[src/rtl/imem_loader_pkg.sv]
// rtl/imem_loader_pkg.sv - shared types, default widths and checksum fold for the instruction-memory loader
package imem_loader_pkg;

    localparam int ADDR_W_DEF = 8;
    localparam int DATA_W_DEF = 32;

    typedef enum logic [1:0] {
        IDLE   = 2'd0,
        LOAD   = 2'd1,
        VERIFY = 2'd2,
        RUN    = 2'd3
    } state_t;

    // Folds one instruction word into a running XOR checksum.
    function automatic logic [DATA_W_DEF-1:0] xor_fold(
        input logic [DATA_W_DEF-1:0] acc,
        input logic [DATA_W_DEF-1:0] word
    );
        return acc ^ word;
    endfunction

endpackage

[src/rtl/imem_loader_checksum.sv]
// rtl/imem_loader_checksum.sv - XOR checksum accumulator with synchronous clear and enable
module imem_loader_checksum
    import imem_loader_pkg::*;
#(
    parameter int DATA_W = DATA_W_DEF
) (
    input  logic              clk,
    input  logic              reset,
    input  logic              clear,
    input  logic              en,
    input  logic [DATA_W-1:0] data,
    output logic [DATA_W-1:0] sum
);

    // Clear wins over accumulate so a new load starts from a clean checksum.
    always_ff @(posedge clk or posedge reset) begin
        if (reset) begin
            sum <= '0;
        end else if (clear) begin
            sum <= '0;
        end else if (en) begin
            sum <= xor_fold(sum, data);
        end
    end

endmodule

[src/rtl/imem_program_loader.sv]
// rtl/imem_program_loader.sv - host-to-imem program uploader gating the fetch stage; readback verify under IMEM_LOADER_READBACK_EN
module imem_program_loader
    import imem_loader_pkg::*;
#(
    parameter int ADDR_W     = ADDR_W_DEF,
    parameter int DATA_W     = DATA_W_DEF,
    parameter int DEPTH      = 256,
    parameter int START_ADDR = 0
) (
    input  logic              clk,
    input  logic              reset,
    input  logic              load_start,
    input  logic              run_req,
    input  logic              halt,
    input  logic              host_valid,
    input  logic [DATA_W-1:0] host_data,
    input  logic              host_last,
    output logic              host_ready,
    output logic [ADDR_W-1:0] instmem_export_address,
    output logic [DATA_W-1:0] instmem_export_data,
    output logic              instmem_export_MW,
    output logic              instmem_export_MR,
    input  logic [DATA_W-1:0] instmem_export_out,
    output logic              cpu_enable,
    output logic              busy,
    output logic [ADDR_W:0]   word_count,
    output logic              err_overflow,
    output logic              err_verify
);

    localparam logic [ADDR_W-1:0] BASE = ADDR_W'(START_ADDR);
    localparam logic [ADDR_W-1:0] LAST = ADDR_W'(DEPTH - 1);

    state_t            state, state_n;
    logic [ADDR_W-1:0] wr_addr, wr_addr_n;
    logic              term_seen, term_seen_n;
    logic              term_last, term_last_n;
    logic              host_ready_n;
    logic              mw_n;
    logic [ADDR_W-1:0] addr_n;
    logic [DATA_W-1:0] data_n;
    logic [ADDR_W:0]   word_count_n;
    logic              err_overflow_n;

`ifdef IMEM_LOADER_READBACK_EN
    logic              mr_n, mr_q, err_verify_n;
    logic              sum_clear, load_en, rb_en;
    logic [ADDR_W:0]   rd_issued, rd_issued_n;
    logic [DATA_W-1:0] load_sum, rb_sum;

    imem_loader_checksum #(.DATA_W(DATA_W)) u_load_sum (
        .clk(clk), .reset(reset), .clear(sum_clear), .en(load_en),
        .data(host_data), .sum(load_sum)
    );

    imem_loader_checksum #(.DATA_W(DATA_W)) u_rb_sum (
        .clk(clk), .reset(reset), .clear(sum_clear), .en(rb_en),
        .data(instmem_export_out), .sum(rb_sum)
    );
`else
    logic unused_readback;
    assign unused_readback   = ^instmem_export_out;
    assign instmem_export_MR = 1'b0;
    assign err_verify        = 1'b0;
`endif

    // Next-state and next-output decode; the terminating write lands in LOAD before leaving it.
    always_comb begin
        state_n        = state;
        wr_addr_n      = wr_addr;
        term_seen_n    = term_seen;
        term_last_n    = term_last;
        mw_n           = 1'b0;
        addr_n         = instmem_export_address;
        data_n         = instmem_export_data;
        word_count_n   = word_count;
        err_overflow_n = err_overflow;
`ifdef IMEM_LOADER_READBACK_EN
        mr_n         = 1'b0;
        err_verify_n = err_verify;
        rd_issued_n  = rd_issued;
        sum_clear    = 1'b0;
        load_en      = 1'b0;
        rb_en        = 1'b0;
`endif
        case (state)
            IDLE: begin
                if (load_start) begin
                    state_n        = LOAD;
                    wr_addr_n      = BASE;
                    term_seen_n    = 1'b0;
                    term_last_n    = 1'b0;
                    word_count_n   = '0;
                    err_overflow_n = 1'b0;
`ifdef IMEM_LOADER_READBACK_EN
                    err_verify_n = 1'b0;
                    sum_clear    = 1'b1;
`endif
                end else if (run_req) begin
                    state_n = RUN;
                end
            end
            LOAD: begin
                if (term_seen) begin
                    if (term_last) begin
`ifdef IMEM_LOADER_READBACK_EN
                        state_n     = VERIFY;
                        rd_issued_n = '0;
`else
                        state_n = RUN;
`endif
                    end else begin
                        state_n        = IDLE;
                        err_overflow_n = 1'b1;
                    end
                end else if (host_valid && host_ready) begin
                    mw_n         = 1'b1;
                    addr_n       = wr_addr;
                    data_n       = host_data;
                    word_count_n = word_count + 1'b1;
`ifdef IMEM_LOADER_READBACK_EN
                    load_en = 1'b1;
`endif
                    if (host_last || wr_addr == LAST) begin
                        term_seen_n = 1'b1;
                        term_last_n = host_last;
                    end else begin
                        wr_addr_n = wr_addr + 1'b1;
                    end
                end
            end
            VERIFY: begin
`ifdef IMEM_LOADER_READBACK_EN
                // Read data trails MR by one cycle, so mr_q marks a word to fold in.
                rb_en = mr_q;
                if (rd_issued < word_count) begin
                    mr_n        = 1'b1;
                    addr_n      = BASE + rd_issued[ADDR_W-1:0];
                    rd_issued_n = rd_issued + 1'b1;
                end else if (!instmem_export_MR && !mr_q) begin
                    if (rb_sum == load_sum) begin
                        state_n = RUN;
                    end else begin
                        state_n      = IDLE;
                        err_verify_n = 1'b1;
                    end
                end
`else
                state_n = IDLE;
`endif
            end
            RUN: begin
                if (halt) state_n = IDLE;
            end
            default: state_n = IDLE;
        endcase
        host_ready_n = (state_n == LOAD) && !term_seen_n;
    end

    // State and registered outputs; every output is a flop.
    always_ff @(posedge clk or posedge reset) begin
        if (reset) begin
            state                  <= IDLE;
            wr_addr                <= '0;
            term_seen              <= 1'b0;
            term_last              <= 1'b0;
            host_ready             <= 1'b0;
            instmem_export_address <= '0;
            instmem_export_data    <= '0;
            instmem_export_MW      <= 1'b0;
            cpu_enable             <= 1'b0;
            busy                   <= 1'b0;
            word_count             <= '0;
            err_overflow           <= 1'b0;
`ifdef IMEM_LOADER_READBACK_EN
            instmem_export_MR <= 1'b0;
            mr_q              <= 1'b0;
            err_verify        <= 1'b0;
            rd_issued         <= '0;
`endif
        end else begin
            state                  <= state_n;
            wr_addr                <= wr_addr_n;
            term_seen              <= term_seen_n;
            term_last              <= term_last_n;
            host_ready             <= host_ready_n;
            instmem_export_address <= addr_n;
            instmem_export_data    <= data_n;
            instmem_export_MW      <= mw_n;
            cpu_enable             <= (state_n == RUN);
            busy                   <= (state_n == LOAD) || (state_n == VERIFY);
            word_count             <= word_count_n;
            err_overflow           <= err_overflow_n;
`ifdef IMEM_LOADER_READBACK_EN
            instmem_export_MR <= mr_n;
            mr_q              <= instmem_export_MR;
            err_verify        <= err_verify_n;
            rd_issued         <= rd_issued_n;
`endif
        end
    end

endmodule

[config.mk]
export PLATFORM = sky130hd
export DESIGN_NAME = imem_program_loader
export DESIGN_NICKNAME = d
export VERILOG_FILES = /design/src/rtl/imem_loader_pkg.sv /design/src/rtl/imem_loader_checksum.sv /design/src/rtl/imem_program_loader.sv
export SDC_FILE = /design/constraint.sdc
export NUM_CORES = 1
export LEC_CHECK = 0
export BUFFER_PORTS_ARGS = -buffer_cell sky130_fd_sc_hd__buf_2
export CAP_MARGIN = 20
export CORE_ASPECT_RATIO = 1.5
export CORE_MARGIN = 3
export CORE_UTILIZATION = 31
export CTS_BUF_LIST = sky130_fd_sc_hd__clkbuf_8
export CTS_CLUSTER_DIAMETER = 50
export DETAILED_ROUTE_END_ITERATION = 16
export GPL_TIMING_DRIVEN = 0
export PLACE_DENSITY = 0.52
export SETUP_SLACK_MARGIN = 0.05
export SYNTH_ARGS = -nofsm -noshare
export SYNTH_HDL_FRONTEND = slang
export SYNTH_SLANG_ARGS = --single-unit
[constraint.sdc]
create_clock -name clk -period 5.28 [get_ports clk]
set_input_delay 0.792 -clock clk [delete_from_list [all_inputs] [get_ports clk]]
set_output_delay 0.792 -clock clk [all_outputs]
set_load 0.01 [all_outputs]
**Yosys cells after proc, flatten, opt, wreduce, memory -nomap -nowiden**

Index checks and enable logic that the tools add are counted.

- Register bits after elaboration: 66
- Bits of input ports: 71
- Output and inout bits: 56
- Logic and storage cells: 72

- Add/subtract/negate cells: 2
- Eq/ne operators: 14
- Multiplexer cells: 31
- Bitwise operators: 1
- Reductions and logical operators: 12

Operators by type and width:

| kind | number |
|---|---|
| 2-to-1 mux 8 bit | 4 |
| 2-to-1 mux 9 bit | 3 |
| one-hot mux 9 bit (2 select lines) | 1 |
| one-hot mux 8 bit (2 select lines) | 1 |
| inequality test 2 bit (second input constant) | 7 |
| 2-to-1 mux 1 bit | 13 |
| 2-to-1 mux 2 bit | 5 |
| AND reduction 5 bit | 2 |
| adder 9 x 1 -> 9 bit (second input constant) | 1 |
| adder 8 x 1 -> 8 bit (second input constant) | 1 |
| equality test 2 bit (second input constant) | 4 |
| equality test 8 bit (second input constant) | 1 |
| one-hot mux 2 bit (4 select lines) | 1 |
| AND reduction 4 bit | 2 |
| one-hot mux 1 bit (2 select lines) | 3 |
| equality test 2 x 1 -> 1 bit (second input constant) | 2 |
| AND reduction 3 bit | 1 |
| logical AND 1 bit | 2 |
| zero test 2 bit | 1 |
| logical OR 1 bit | 2 |
| nonzero test 2 bit | 1 |
| zero test 1 bit | 1 |
| inverter 1 bit | 1 |

**Depth between registers and ports, before layout**

- Depth in word-level cells: 8
- Gate-level depth with buffers: 9
- Gate-level depth less buffers: 7

**Worst setup path before layout**

No wires, ideal clock.

- Path kind: input to register
- From: input host_valid
- To: register wr_addr[6]
- Library setup time: 0.078 ns
- Data arrival time: 1.820 ns
- Data required time: 5.202 ns
- Path slack: 3.382 ns
- Stages on the path: 4
- Path buffers: 0
- Cells stage by stage: nand4b_2 a21o_1 or4_1 a21oi_1

- Cells in the longest elaborated chain, start to end: 3

Ends and longest elaborated chain:

| element | line | source |
|---|---|---|
| from (decl) | imem_program_loader.sv:15 | `input logic host_valid,` |
| logical AND 1 bit | imem_program_loader.sv:116 | `end else if (host_valid && host_ready) begin` |
| inequality test 2 bit (no line) | -- |  |
| AND reduction 5 bit (no line) | -- |  |
| to (signal assigned) | imem_program_loader.sv:183 | `wr_addr <= wr_addr_n;` |
| to (decl) | imem_program_loader.sv:35 | `logic [ADDR_W-1:0] wr_addr, wr_addr_n;` |

Every way passes these cells.
A chain may end at the register's enable or synchronous reset.

**Worst setup path in the final report**

- From: register state[0]
- To: register word_count[8]

- Cells in the longest elaborated chain, start to end: 3
- Elaborated cells between the ends (all ways): 8
- Classes of those cells: 4 x eq/ne; 1 x mux; 3 x reduce/logical

Ends and longest elaborated chain:

| element | line | source |
|---|---|---|
| from (decl) | imem_program_loader.sv:34 | `state_t state, state_n;` |
| from (signal assigned) | imem_program_loader.sv:182 | `state <= state_n;` |
| equality test 2 x 1 -> 1 bit / zero test 2 bit (equally long branches) | imem_program_loader.sv:86 | `case (state)` |
| inequality test 2 bit (no line) / nonzero test 2 bit (equally long branches) | -- |  |
| AND reduction 4 bit (no line) | -- |  |
| to (signal assigned) | imem_program_loader.sv:192 | `word_count <= word_count_n;` |
| to (decl) | imem_program_loader.sv:26 | `output logic [ADDR_W:0] word_count,` |

Parallel ways exist; a longest one is shown, timed or not.

==> impl_results.rst <==
.. list-table::
   :header-rows: 1

   * - Metric
     - Value
   * - Dominant combinational cell family by area after synthesis
     - simple AND/OR/NAND/NOR gates
   * - EDFF count, synth
     - 0
   * - Vias post-DR
     - 2497
   * - CP cell instances
     - clkbuf_1 > nor3_1 > nor2_1 > a41o_1
   * - CP startpoint kind
     - register
   * - Outcome
     - complete, no violations
   * - Layout overhead on the synthesized area
     - 28.26%
   * - Number of maximum-capacitance violations
     - 0
   * - Root buffer cell
     - clkbuf_8
   * - Number of primary I/O pins
     - 127
   * - Hold_ws
     - 0.4691 ns
   * - Max Clock Freq
     - 506.7 MHz
   * - Worst slew slack as a fraction of its limit
     - 35.52%
   * - Setup violation total in the final timing report
     - 0
   * - P_int
     - 1199 uW
   * - Setup total negative slack
     - 0 ns
   * - Total of warnings raised by yosys
     - 0
   * - Slack of the worst reg-to-reg path
     - 3.31 ns
   * - Final count of hold timing violations
     - 0
   * - Post-route design area
     - 3702 sq um
   * - Ranking of synthesized cells by area
     - dfrtp_1 57%, nand2_1 17%, ha_1 1.7%
   * - Synthesized flop and latch total
     - 66
   * - Cell type contributing the most total cell area after synthesis
     - dfrtp_1
   * - Power dissipated by switching net loads
     - 714.7 uW
   * - Data arrival at the endpoint of the critical path
     - between 2 and 2.5 ns
   * - Cell area power density
     - between 500 and 600 nW/um^2
   * - Synthesized instance count
     - 314
   * - Reg power frac
     - 41.0%
   * - Final antenna diode count
     - 0
   * - Hold Path Origin
     - instmem_export_data[31]$_DFFE_PP0P_
   * - Per-cell routed wire length
     - 13.50 um
   * - Minimum clock period after layout
     - 1.973 ns
   * - Final core occ
     - between 40% and 50%
   * - Worst path bufs/invs
     - 1
   * - Relative contribution of the clock network to total power
     - 24.0%
   * - Remaining antenna violation count
     - 0
   * - Synthesized-area fraction occupied by and/or/nand/nor cells
     - 23.80%
   * - Area inside the core boundary
     - ~8900 sq um
   * - Total clock sinks
     - 66
   * - Switching power as a share of total power
     - 37.34%
   * - Share of the synthesized area in the top cell type
     - a little under three fifths
   * - Count of final max-slew check failures
     - 0
   * - Maximum buffer depth of the clock tree
     - 2
   * - Dominant synthesized flop cell
     - dfrtp_1
   * - Post-synthesis adder-cell area fraction
     - approximately 1.7%
   * - Cell area after synthesis
     - 2887 sq um
   * - Xor/xnor share of the synthesized area
     - 1.214%
   * - Number of design rule violations left after detail routing
     - 0
   * - Cell family with the largest share of critical-path delay
     - simple AND/OR/NAND/NOR gates
   * - Maximum level of the CTS H-tree
     - 3
   * - Number of post-CTS setup repair buffers
     - 0
   * - Horizontal extent of the die
     - roughly 85 um
   * - Class of the most critical setup path
     - register to register
   * - Clk Latency, worst-skew pair
     - between 0.3 and 0.4 ns
   * - Delay of the slowest cell on the worst path
     - 0.82 ns
   * - FFs w/ async S/R, synth
     - 100.0%
   * - Multiplexer share of the synthesized area
     - less than 1%
   * - Part of the Yosys area used for sequential elements
     - 57.22%
   * - Unrepaired setup endpoints after global routing
     - false
   * - Y dimension of the die
     - 124.2 um
   * - VDD IR max
     - 0.0002119 V
   * - Number of vias per cell
     - approximately 4.7
   * - Starting Density
     - roughly a third
   * - Static Leak
     - about 0.002 uW
   * - Critical-path cell with the highest stage delay
     - nor3_1
   * - Area of the die
     - ~11000 sq um
   * - Number of nets at the end of the flow
     - 493
   * - First-pass GRT wire length
     - between 10000 and 15000 um
   * - Placement Rows
     - 42
   * - Highest net fanout along the worst path
     - 10
   * - Initial antenna violation count
     - 0
   * - Placed standard-cell area
     - roughly 3500 sq um
   * - CTS clock-pin slew for the worst setup and hold paths
     - 0.07 ns
   * - Required time of the critical path
     - 5.52 ns
   * - Startpoint of the worst register-to-register path
     - state[0]$_DFF_PP0_
   * - CTS tree
     - yes
   * - Hold Buf Count CTS
     - 0
   * - Overflow after GRT
     - 0
   * - DRT Pass-1 Iters
     - 4
   * - Combinational share of power
     - 35.0%
   * - Total routing resource utilization after global routing
     - 14.64%
   * - Post-synthesis compound-gate area fraction
     - 11.53%
   * - Clock tree skew after final layout
     - 0.005794 ns
   * - Total routed wirelength
     - approximately 7000 um
   * - Non-Filler Instances
     - 533
   * - Endpoint type of the worst setup path
     - register
   * - Maximum number of pins on one net before global-route repair
     - 67
   * - RD Place Congestion
     - 0.7458
   * - Dpl cells
     - between 500 and 600
   * - Initial DRC count
     - 118
   * - CP Launch Point
     - state[0]$_DFF_PP0_
   * - Total of buffers placed on input and output ports
     - 92
   * - Worst Hold Class
     - register to register
   * - Share of post-route cells with drive strength above 1
     - 28.13%
   * - Actual transition at the worst max-transition pin
     - 0.9598 ns
   * - Post-synthesis average cell area
     - slightly above 9 sq um
   * - Detailed-placement wirelength estimate
     - roughly 5300 um
   * - Post-route fraction of the period consumed by the critical path
     - 37.37%
   * - Count of distinct cell types in the synthesized netlist
     - 44
   * - Total clock buffers created by CTS
     - 9
   * - Number of cells upsized or downsized after cts
     - 0
   * - Vias in the first global route
     - 2521
==> cells by family after synthesis <==
group | count (synthesis)
AOI/OAI and AO/OA | 46
buffers and inverters | 27
xor gates and xnor gates | 4
and+or+nand+nor | 165
other | 1
adders and majority gates | 4
muxes | 1
DFF | 66
==> metrics by stage <==
stage	total power, uW	setup slack (ns)
after CTS	1953	3.267
after floorplan	1201	2.833
final	1914	3.307
after detailed placement	1484	2.935
after global placement	1466	1.906
after global routing	2084	3.095
==> placed cells by master, fill, tap and decap left out, drive strengths merged, types with 2 or more instances in the layout <==
master	count
nand3	6
nor3	3
nand2b	2
bufinv	2
nor2	11
inv	16
o22a	2
a21oi	6
a2111oi	4
a41o	3
xnor2	4
o31ai	4
o21ai	10
nor4b	2
buf	103
nand4	3
dfrtp	66
conb	2
clkbuf	12
ha	4
a31oi	4
nor2b	2
nand2	130
a21o	3
==> path summary, 6_finish.rpt <==
path | to | cells past startpoint
setup reg to reg | word_count[8]$_DFFE_PP0P_ | 4
hold / removal | instmem_export_data[31]$_DFFE_PP0P_ | 2
min in group asynchronous | instmem_export_data[18]$_DFFE_PP0P_ | 2
hold reg to reg | instmem_export_data[31]$_DFFE_PP0P_ | 2
setup / recovery | word_count[8]$_DFFE_PP0P_ | 4
max in group asynchronous | host_ready$_DFF_PP0_ | 2
==> layer usage <==
metal	track usage (%)	up-vias	share of wire (%)
met4	7.129	0	1.6
met2	23.73	78	49
met1	17.86	1164	43
li1	-	1247	-
met5	0	-	0
met3	4.236	8	6.8
==> cell type report <==
class                      instances  area [sq um]
fill                             931          5231
sequential                        66          1652
multi-input combinational        222          1122
timing repair buffer              92         460.4
tap                              110         137.6
clock buffer                       9         123.9
clock inverter                     7         87.58
buffer                            14         67.56
inverter                          13         51.30
==> worst reg2reg max path, stage by stage, from the launching register on <==
cell and delay (ns):
dfrtp_1 0.46, clkbuf_1 0.24, nor3_1 0.82, nor2_1 0.08, a41o_1 0.27
==> synthesized netlist by cell type, types with 2 or more instances <==
| master | instances |
|---|---|
| a2111oi_0 | 3 |
| a21o_1 | 3 |
| a21oi_1 | 6 |
| a31oi_1 | 4 |
| a41o_1 | 3 |
| buf_1 | 3 |
| buf_2 | 6 |
| buf_4 | 2 |
| clkbuf_1 | 3 |
| dfrtp_1 | 66 |
| ha_1 | 4 |
| inv_1 | 13 |
| nand2_1 | 130 |
| nand2b_1 | 2 |
| nand3_1 | 6 |
| nand4_1 | 3 |
| nor2_1 | 11 |
| nor2b_1 | 2 |
| nor3_1 | 3 |
| nor4b_1 | 2 |
| o21ai_0 | 9 |
| o22a_1 | 2 |
| o31ai_1 | 4 |
| xnor2_1 | 4 |
==> sequential cells by signal, indices dropped and copies added (netlist names) <==
name	flops
busy	1
cpu_enable	1
err_overflow	1
host_ready	1
instmem_export_MW	1
instmem_export_address	8
instmem_export_data	32
state	2
term_last	1
term_seen	1
word_count	9
wr_addr	8
==> power groups by stage <==
stage / registers, uW / logic, uW / clock network [uW]
finish: 786 / 670 / 459
floorplan: 855 / 346 / 0
CTS: 788 / 690 / 475
global route: 811 / 776 / 497
global placement: 791 / 675 / 0
detailed placement: 797 / 687 / 0
(Power assumes the default switching activity.)
